==> src/rtl/regarb_pkg.sv <==
// rtl/regarb_pkg.sv - shared sizes and source encoding for the writeback arbiter
// Widths, register count, starvation default and the writeback source select.
package regarb_pkg;
  localparam int XLEN       = 32;
  localparam int REG_AW     = 5;
  localparam int NREG       = 32;
  localparam int STARVE_MAX = 4;

  typedef enum logic {
    SRC_S0 = 1'b0,
    SRC_S1 = 1'b1
  } src_e;
endpackage

==> src/rtl/reg_scoreboard.sv <==
// rtl/reg_scoreboard.sv - pending-write bit vector with set-priority update
// One bit per register; bit 0 never sets because x0 is hard-wired to zero.
module reg_scoreboard #(
  parameter int NREG = 32,
  parameter int AW   = 5
) (
  input  logic            clk,
  input  logic            rst,
  input  logic            set_en,
  input  logic [AW-1:0]   set_idx,
  input  logic            clr_en,
  input  logic [AW-1:0]   clr_idx,
  input  logic [AW-1:0]   look_a,
  input  logic [AW-1:0]   look_b,
  output logic            hit_a,
  output logic            hit_b,
  output logic [NREG-1:0] bits
);
  logic [NREG-1:0] r_bits;
  logic [NREG-1:0] w_set_mask;
  logic [NREG-1:0] w_clr_mask;
  logic [NREG-1:0] w_next;

  always_comb begin
    w_set_mask = '0;
    w_clr_mask = '0;
    if (set_en) w_set_mask[set_idx] = 1'b1;
    if (clr_en) w_clr_mask[clr_idx] = 1'b1;
    // Set is applied after clear so a same-cycle reissue keeps the bit.
    w_next    = (r_bits & ~w_clr_mask) | w_set_mask;
    w_next[0] = 1'b0;
  end

  always_ff @(posedge clk) begin
    if (rst) r_bits <= '0;
    else     r_bits <= w_next;
  end

  assign hit_a = r_bits[look_a];
  assign hit_b = r_bits[look_b];
  assign bits  = r_bits;
endmodule

==> src/rtl/regfile_wb_arbiter.sv <==
// rtl/regfile_wb_arbiter.sv - register file write-port arbiter with hazard scoreboard
// Optional REGARB_BYPASS_EN adds output-stage forwarding ports and drops that term from busy.
module regfile_wb_arbiter
  import regarb_pkg::*;
#(
  parameter int XLEN_P       = XLEN,
  parameter int REG_AW_P     = REG_AW,
  parameter int STARVE_MAX_P = STARVE_MAX
) (
  input  logic                clk,
  input  logic                rst,
  input  logic                s0_valid,
  output logic                s0_ready,
  input  logic [REG_AW_P-1:0] s0_rd,
  input  logic [XLEN_P-1:0]   s0_data,
  input  logic                s1_valid,
  output logic                s1_ready,
  input  logic [REG_AW_P-1:0] s1_rd,
  input  logic [XLEN_P-1:0]   s1_data,
  input  logic                iss_valid,
  output logic                iss_ready,
  input  logic [REG_AW_P-1:0] iss_rd,
  input  logic [REG_AW_P-1:0] chk_a1,
  input  logic [REG_AW_P-1:0] chk_a2,
  output logic                busy1,
  output logic                busy2,
  output logic                we3,
  output logic [REG_AW_P-1:0] a3,
  output logic [XLEN_P-1:0]   wd3
`ifdef REGARB_BYPASS_EN
  ,
  output logic                byp1_valid,
  output logic                byp2_valid,
  output logic [XLEN_P-1:0]   byp1_data,
  output logic [XLEN_P-1:0]   byp2_data
`endif
);
  localparam int NREG_P = 1 << REG_AW_P;
  localparam int CNT_W  = 4;

  logic [CNT_W-1:0]    r_starve;
  logic                r_we3;
  logic [REG_AW_P-1:0] r_a3;
  logic [XLEN_P-1:0]   r_wd3;

  logic                w_force1;
  logic                w_acc0;
  logic                w_acc1;
  src_e                w_src;
  logic [REG_AW_P-1:0] w_rd;
  logic [XLEN_P-1:0]   w_data;
  logic                w_iss_fire;
  logic                w_hit1;
  logic                w_hit2;
  logic [NREG_P-1:0]   w_sb_bits;
  logic                w_stage1;
  logic                w_stage2;

  assign w_force1 = (r_starve == CNT_W'(STARVE_MAX_P));
  assign s0_ready = !w_force1;
  assign s1_ready = w_force1 | !s0_valid;
  // The ready terms make acceptance mutually exclusive without extra gating.
  assign w_acc0   = s0_valid && s0_ready;
  assign w_acc1   = s1_valid && s1_ready;

  always_comb begin
    w_src  = w_acc1 ? SRC_S1 : SRC_S0;
    w_rd   = s0_rd;
    w_data = s0_data;
    if (w_src == SRC_S1) begin
      w_rd   = s1_rd;
      w_data = s1_data;
    end
  end

  always_ff @(posedge clk) begin
    if (rst) begin
      r_starve <= '0;
      r_we3    <= 1'b0;
      r_a3     <= '0;
      r_wd3    <= '0;
    end else begin
      if (w_acc1)
        r_starve <= '0;
      else if (s1_valid && !s1_ready && r_starve != CNT_W'(STARVE_MAX_P))
        r_starve <= r_starve + CNT_W'(1);

      if ((w_acc0 || w_acc1) && w_rd != '0) begin
        r_we3 <= 1'b1;
        r_a3  <= w_rd;
        r_wd3 <= w_data;
      end else begin
        r_we3 <= 1'b0;
      end
    end
  end

  assign iss_ready  = !w_sb_bits[iss_rd];
  assign w_iss_fire = iss_valid && iss_ready && iss_rd != '0;

  reg_scoreboard #(
    .NREG (NREG_P),
    .AW   (REG_AW_P)
  ) u_sb (
    .clk     (clk),
    .rst     (rst),
    .set_en  (w_iss_fire),
    .set_idx (iss_rd),
    .clr_en  (w_acc1),
    .clr_idx (s1_rd),
    .look_a  (chk_a1),
    .look_b  (chk_a2),
    .hit_a   (w_hit1),
    .hit_b   (w_hit2),
    .bits    (w_sb_bits)
  );

  assign w_stage1 = r_we3 && r_a3 == chk_a1;
  assign w_stage2 = r_we3 && r_a3 == chk_a2;

`ifdef REGARB_BYPASS_EN
  assign busy1      = (chk_a1 != '0) && w_hit1;
  assign busy2      = (chk_a2 != '0) && w_hit2;
  assign byp1_valid = w_stage1 && chk_a1 != '0;
  assign byp2_valid = w_stage2 && chk_a2 != '0;
  assign byp1_data  = r_wd3;
  assign byp2_data  = r_wd3;
`else
  assign busy1 = (chk_a1 != '0) && (w_hit1 | w_stage1);
  assign busy2 = (chk_a2 != '0) && (w_hit2 | w_stage2);
`endif

  assign we3 = r_we3;
  assign a3  = r_a3;
  assign wd3 = r_wd3;
endmodule

==> config.mk <==
export PLATFORM = sky130hd
export DESIGN_NAME = regfile_wb_arbiter
export DESIGN_NICKNAME = d
export VERILOG_FILES = /design/src/rtl/regarb_pkg.sv /design/src/rtl/reg_scoreboard.sv /design/src/rtl/regfile_wb_arbiter.sv
export SDC_FILE = /design/constraint.sdc
export NUM_CORES = 1
export LEC_CHECK = 0
export BUFFER_PORTS_ARGS = -buffer_cell sky130_fd_sc_hd__buf_2
export CAP_MARGIN = 30
export CORE_MARGIN = 8
export CORE_UTILIZATION = 30
export CTS_CLUSTER_SIZE = 30
export DETAILED_ROUTE_END_ITERATION = 10
export HOLD_SLACK_MARGIN = 0.03
export PLACE_DENSITY = 0.54
export RECOVER_POWER = 50
export SLEW_MARGIN = 20
export SYNTH_ARGS = -nofsm -noshare
export SYNTH_HDL_FRONTEND = slang
export SYNTH_SLANG_ARGS = --single-unit
==> constraint.sdc <==
create_clock -name clk -period 2.1 [get_ports clk]
set_input_delay 0.105 -clock clk [delete_from_list [all_inputs] [get_ports clk]]
set_output_delay 0.105 -clock clk [all_outputs]
set_load 0.005 [all_outputs]
* Word level (Yosys, flattened, before mapping)
Cells that the tools add are included.
** Storage, ports and cells
- Output and inout bits :: 43
- Flip-flop bits (word level) :: 74
- Bits of input ports :: 94
- Logic and storage cells :: 62
** Cells by class
- Equality and inequality tests :: 4
- Bitwise logic cells :: 6
- Add/sub/neg operators :: 1
- Reduce and logical (&&, ||, !) cells :: 23
- Order comparisons :: 6
- Multiplexer cells :: 16
** Operator list (count)
- $mux 32 :: 3
- $and 32x32->32 :: 1
- $not 32->32 :: 1
- $or 32x32->32 :: 1
- $lt 5x6->1 const B :: 4
- $reduce_bool 5->1 :: 4
- $bmux 1 s5 :: 3
- $logic_and 1x1->1 :: 13
- $demux 1 s5 :: 2
- $eq 5x5->1 :: 2
- $ge 5x1->1 const B :: 2
- $mux 1 :: 7
- $mux 5 :: 1
- $add 4x1->4 const B :: 1
- $eq 4x3->1 const B :: 1
- $logic_not 1->1 :: 4
- $ne 4x3->1 const B :: 1
- $or 1x1->1 :: 3
- $reduce_or 2->1 :: 1
- $logic_or 1x1->1 :: 1

* Depth between registers and ports, before layout
- Depth after elaboration :: 8
- Gate-level depth with buffers :: 10
- Gate-level depth less buffers :: 8

* By module
A second synthesis with hierarchy kept.
** Unflattened totals
- Cell total of the unflattened synthesis :: 496
- Area, all modules :: 4256.6 um2
** By module, submodules not included
- regfile_wb_arbiter :: area an instance 2426.1 um2, sequential area each 840.8 um2, cells each 265, instances 1
- reg_scoreboard :: area an instance 1830.5 um2, sequential area each 620.6 um2, cells each 231, instances 1

* Worst setup path after synthesis
Ideal clock, no wire load.
- Kind :: flip-flop to flip-flop
- Start point :: reg r_starve[0]
- End point :: reg r_a3[0] (netlist: a3[0])
- Stages on the path, launching flop included :: 11
- Required time :: 2014 ps
- Clock period less this slack :: 1753 ps
- Slack :: 347 ps
- Data arrival time :: 1667 ps
- Setup time :: 86 ps
- Path buffers :: 2
- Path through :: dfxtp_1 -> inv_1 -> ha_1 -> nand3b_4 -> and2_2 -> inv_1 -> o21bai_2 -> buf_6 -> buf_2 -> nor2_1 -> a211oi_1
** Between the ends
- Elaborated cells on any way between the ends :: 10
- Classes of those cells :: eq/ne (1); mux (2); bitwise (1); reduce/logical (6)
** RTL lines
- from (decl) :: RTL line regfile_wb_arbiter.sv:41 : logic [CNT_W-1:0] r_starve;
- from (signal assigned) :: RTL line regfile_wb_arbiter.sv:86 : r_starve <= r_starve + CNT_W'(1);
- $eq 4x3->1 :: RTL line regfile_wb_arbiter.sv:59 : assign w_force1 = (r_starve == CNT_W'(STARVE_MAX_P));
- $logic_not 1->1 :: RTL line regfile_wb_arbiter.sv:60 : assign s0_ready = !w_force1;
- named net s0_ready :: RTL line regfile_wb_arbiter.sv:13 : output logic s0_ready,
- $logic_and 1x1->1 :: RTL line regfile_wb_arbiter.sv:63 : assign w_acc0 = s0_valid && s0_ready;
- $logic_or 1x1->1 :: RTL line regfile_wb_arbiter.sv:88 : if ((w_acc0 || w_acc1) && w_rd != '0) begin
- $logic_and 1x1->1 :: RTL line regfile_wb_arbiter.sv:88
- to (signal assigned) :: RTL line regfile_wb_arbiter.sv:90 : r_a3 <= w_rd;
- to (decl) :: RTL line regfile_wb_arbiter.sv:43 : logic [REG_AW_P-1:0] r_a3;
The timed path passes the listed nets, and every way through them passes these cells.
A chain may end at the register's enable or synchronous reset.

* Worst setup path after layout
- Start point :: reg u_sb.r_bits[11] (netlist: u_sb.bits[11])
- End point :: out iss_ready
** Between the ends
- Word-level cells in the longest chain between the ends :: 3
** RTL lines
- from (decl) :: RTL line reg_scoreboard.sv:19 : logic [NREG-1:0] r_bits;
- from (signal assigned) :: RTL line reg_scoreboard.sv:36 : else r_bits <= w_next;
- $bmux 1 s5 :: RTL line regfile_wb_arbiter.sv:98 : assign iss_ready = !w_sb_bits[iss_rd];
- $mux 1 (not written as such) :: RTL line regfile_wb_arbiter.sv:98
- $logic_not 1->1 :: RTL line regfile_wb_arbiter.sv:98
- to (decl) :: RTL line regfile_wb_arbiter.sv:21 : output logic iss_ready,
No other way between the ends. The select of a mux whose other input is x is not followed.

==> impl_metrics.toml <==
[logic_synthesis]
yosys_warnings = 0
avgSynthCellArea_um2 = 9.196
syn_area_mm2 = 0.004230
ys_top_cells_by_area = "dfxtp_1, mux2i_1, mux4_2"
synth_top_area_share_pct = 34.55
synth_cells = 460
synth_fp_nets = 556
ys_ff_latch = 73
synth_edf_count = 0
ys.flop_type = "dfxtp_1"
async_flop_share_pct = 0
synthDistinctLibCells = 58
yosys.area.top_type = "dfxtp_1"
yosysSeqAreaShare_pct = 34.55

[clocking]
clkLatencyLatePin_ns = 0.33
cts_tree = "yes"
cts_root_buffer = "clkbuf_16"
clk_pin_slew_ns = 0.06
cts_sinks = 73
numCtsBuffers = 9
cts_buffer_depth = 2
htreeDepth = 3
holdBufCountCts = 0

[critical_path]
cp-start-kind = "flop"
path_class = "reg -> out"
critPathMaxFanout = 4
cp.arrival_ns = 1.94
r2r-start = "r_starve[0]$_SDFFE_PP0P_"
cp-end-kind = "output port"
crit_path_start = "u_sb.bits[11]$_SDFF_PP0_"
cp_data_required_time_ns = 2.00

[timing]
skew_ns = 0.005209
drv_slew = 0
finalSetupViolations = 0
final_hold_viol_count = 0
worst_pin_slew_ns = 0.5717
fmax_ghz = 0.4891
setup_ws_ns = 0.05524
fin_setup_tns_ns = 0
slew_headroom_pct = 61.65
rsz0062_at_grt = "false"
period_share_pct = 97.37
period_minus_slack_ns = 2.045

[placement]
io_buffers = 136
place.gp.congestion = 0.8482
hpwl_um = 10670
dpl_worst_slack_ns = 0.01759
place_inst = 755

[die]
num_rows = 43
die_y_um = 134.7
core_mm2 = 0.01383
die-area_mm2 = 0.01816
initial_utilization_pct = 30.59
die_x_um = 134.7
ios = 137

[status]
outcome = "complete, no violations"

[global_route]
grt_pass1_wl_um = 21620
grt.overflow.total = 0
grt_pass1_vias = 4084
antenna_found_initial = 0
globalRouteTotalUtil_pct = 14.81
grt_max_degree = 54

[drt]
ant_nets = 0
wl_um = 13600
via_per_inst = 5.198
drtIter0Drc = 247
drcViolationCount = 0
dr.pass1.iters = 4
dr_total_vias = 4034
wl_per_cell_um = 17.53

[cells_and_area]
final_cells = 776
fillCellCount = 1384
n_antenna_cell = 0
layout-drive-gt1-share_pct = 28.69
fin_nets = 687
area_growth_pct = 28.16

[hold_path]
min_path_type = "in -> reg"
min_from = "rst"

[pwr]
ir_drop_uv = 339.9
power_uw = 3676
p_leak_uw = 0.002112
p_per_area_mw_per_mm2 = 678.0

[job]
maxCapViolCount = 0
-- cell type report --
cell class / instances / area, um^2 / share of cell area (%)
multi-input combinational: 344 / 2589 / 47.75
sequential: 73 / 1463 / 26.98
timing repair buffer: 156 / 813.3 / 15.00
clock buffer: 10 / 239.0 / 4.408
tap: 180 / 225.2 / 4.154
clock inverter: 6 / 66.31 / 1.223
inverter: 7 / 26.28 / 0.4847
-- cell usage in the layout (no fill, tap or decap), drive strengths merged, types with 5 or more instances in the layout --
master    n
buf     117
nand3b    8
mux2i    44
a21oi    22
o21ai    27
clkinv    5
nand3     9
inv       7
nand2    38
a211oi   37
clkbuf   49
o22ai     7
dfxtp    73
mux4     19
o211ai    9
xor2      6
nor2     57
-- routing by layer --
layer	GRT usage [%]	vias to the layer above	part of all wire, %
li1	-	1986	-
met1	18.88	1899	45
met2	23.67	137	48
met3	3.826	12	6.4
met4	5.115	0	1.3
met5	0	-	0
-- worst max-delay path: stages (launching register included) --
cell and delay, ns:
dfxtp_1 0.35, mux4_2 0.51, a221oi_4 0.35, a21oi_2 0.07, nor4_2 0.16, buf_2 0.16
-- per-stage QoR --
step | utilization [%] | hold slack (ns) | instance area (um^2)
after floorplan | - | 0.2693 | 4230
after global placement | 36.97 | 0.4161 | 5112
after detailed placement | 36.97 | 0.4257 | 5112
after CTS | 39.18 | 0.06685 | 5418
after global routing | 39.21 | 0.1038 | 5421
final | 39.21 | 0.08046 | 5421
-- Yosys cell counts (all sizes together) (2+ instances only) --
master   instances
nand3            9
a211oi          37
a32o             2
o211ai           9
nor2            57
and3             3
dfxtp           73
nor3b            3
o2bb2ai          4
nor3             4
nand3b           8
a21oi           22
mux2             4
mux2i           44
buf             23
clkbuf          13
nand2b           2
mux4            19
xor2             6
nor4             4
ha               2
and2             4
a221oi           2
o21ai           27
nand2           38
xnor2            4
inv              6
nand4b           2
o22ai            7
nand4            4
o31ai            3
a31oi            2
-- registers in the layout, indices dropped and copies added (netlist names) --
signal / count
wd3: 32
u_sb.bits: 31
a3: 5
r_starve: 4
we3: 1
-- worst paths after layout --
kind | to | slack [ns] | cells past startpoint
max | iss_ready | 0.06 | 5
min | u_sb.bits[24]$_SDFF_PP0_ | 0.08 | 2
max reg2reg | wd3[14]$_SDFFE_PP0P_ | 0.15 | 10
min reg2reg | r_starve[3]$_SDFFE_PP0P_ | 0.46 | 2
-- kinds of logic after synthesis --
| group | synth area share, % |
|---|---|
| AND/OR/NAND/NOR | 16.86 |
| buffers and inverters | 4.792 |
| adder cells (fa/ha/maj) | 0.5914 |
| XOR/XNOR | 2.070 |
| AO/OA/AOI/OAI | 19.28 |
| flip-flops | 34.55 |
| multiplexers | 21.86 |
-- timing repair --
item	in CTS	in global routing
resized for setup	0	6
cloned	0	0
pin swaps	1	2
setup buffers	0	5
endpoints found under the setup margin	1	43
-- report_power, final --
group          switching (uW)  internal [uW]  total, uW
Clock                     607            956       1560
Combinational             325            271        596
Sequential               57.4           1460       1520
Total                     990           2690       3680
No activity file was read; power rests on OpenSTA's default activity.
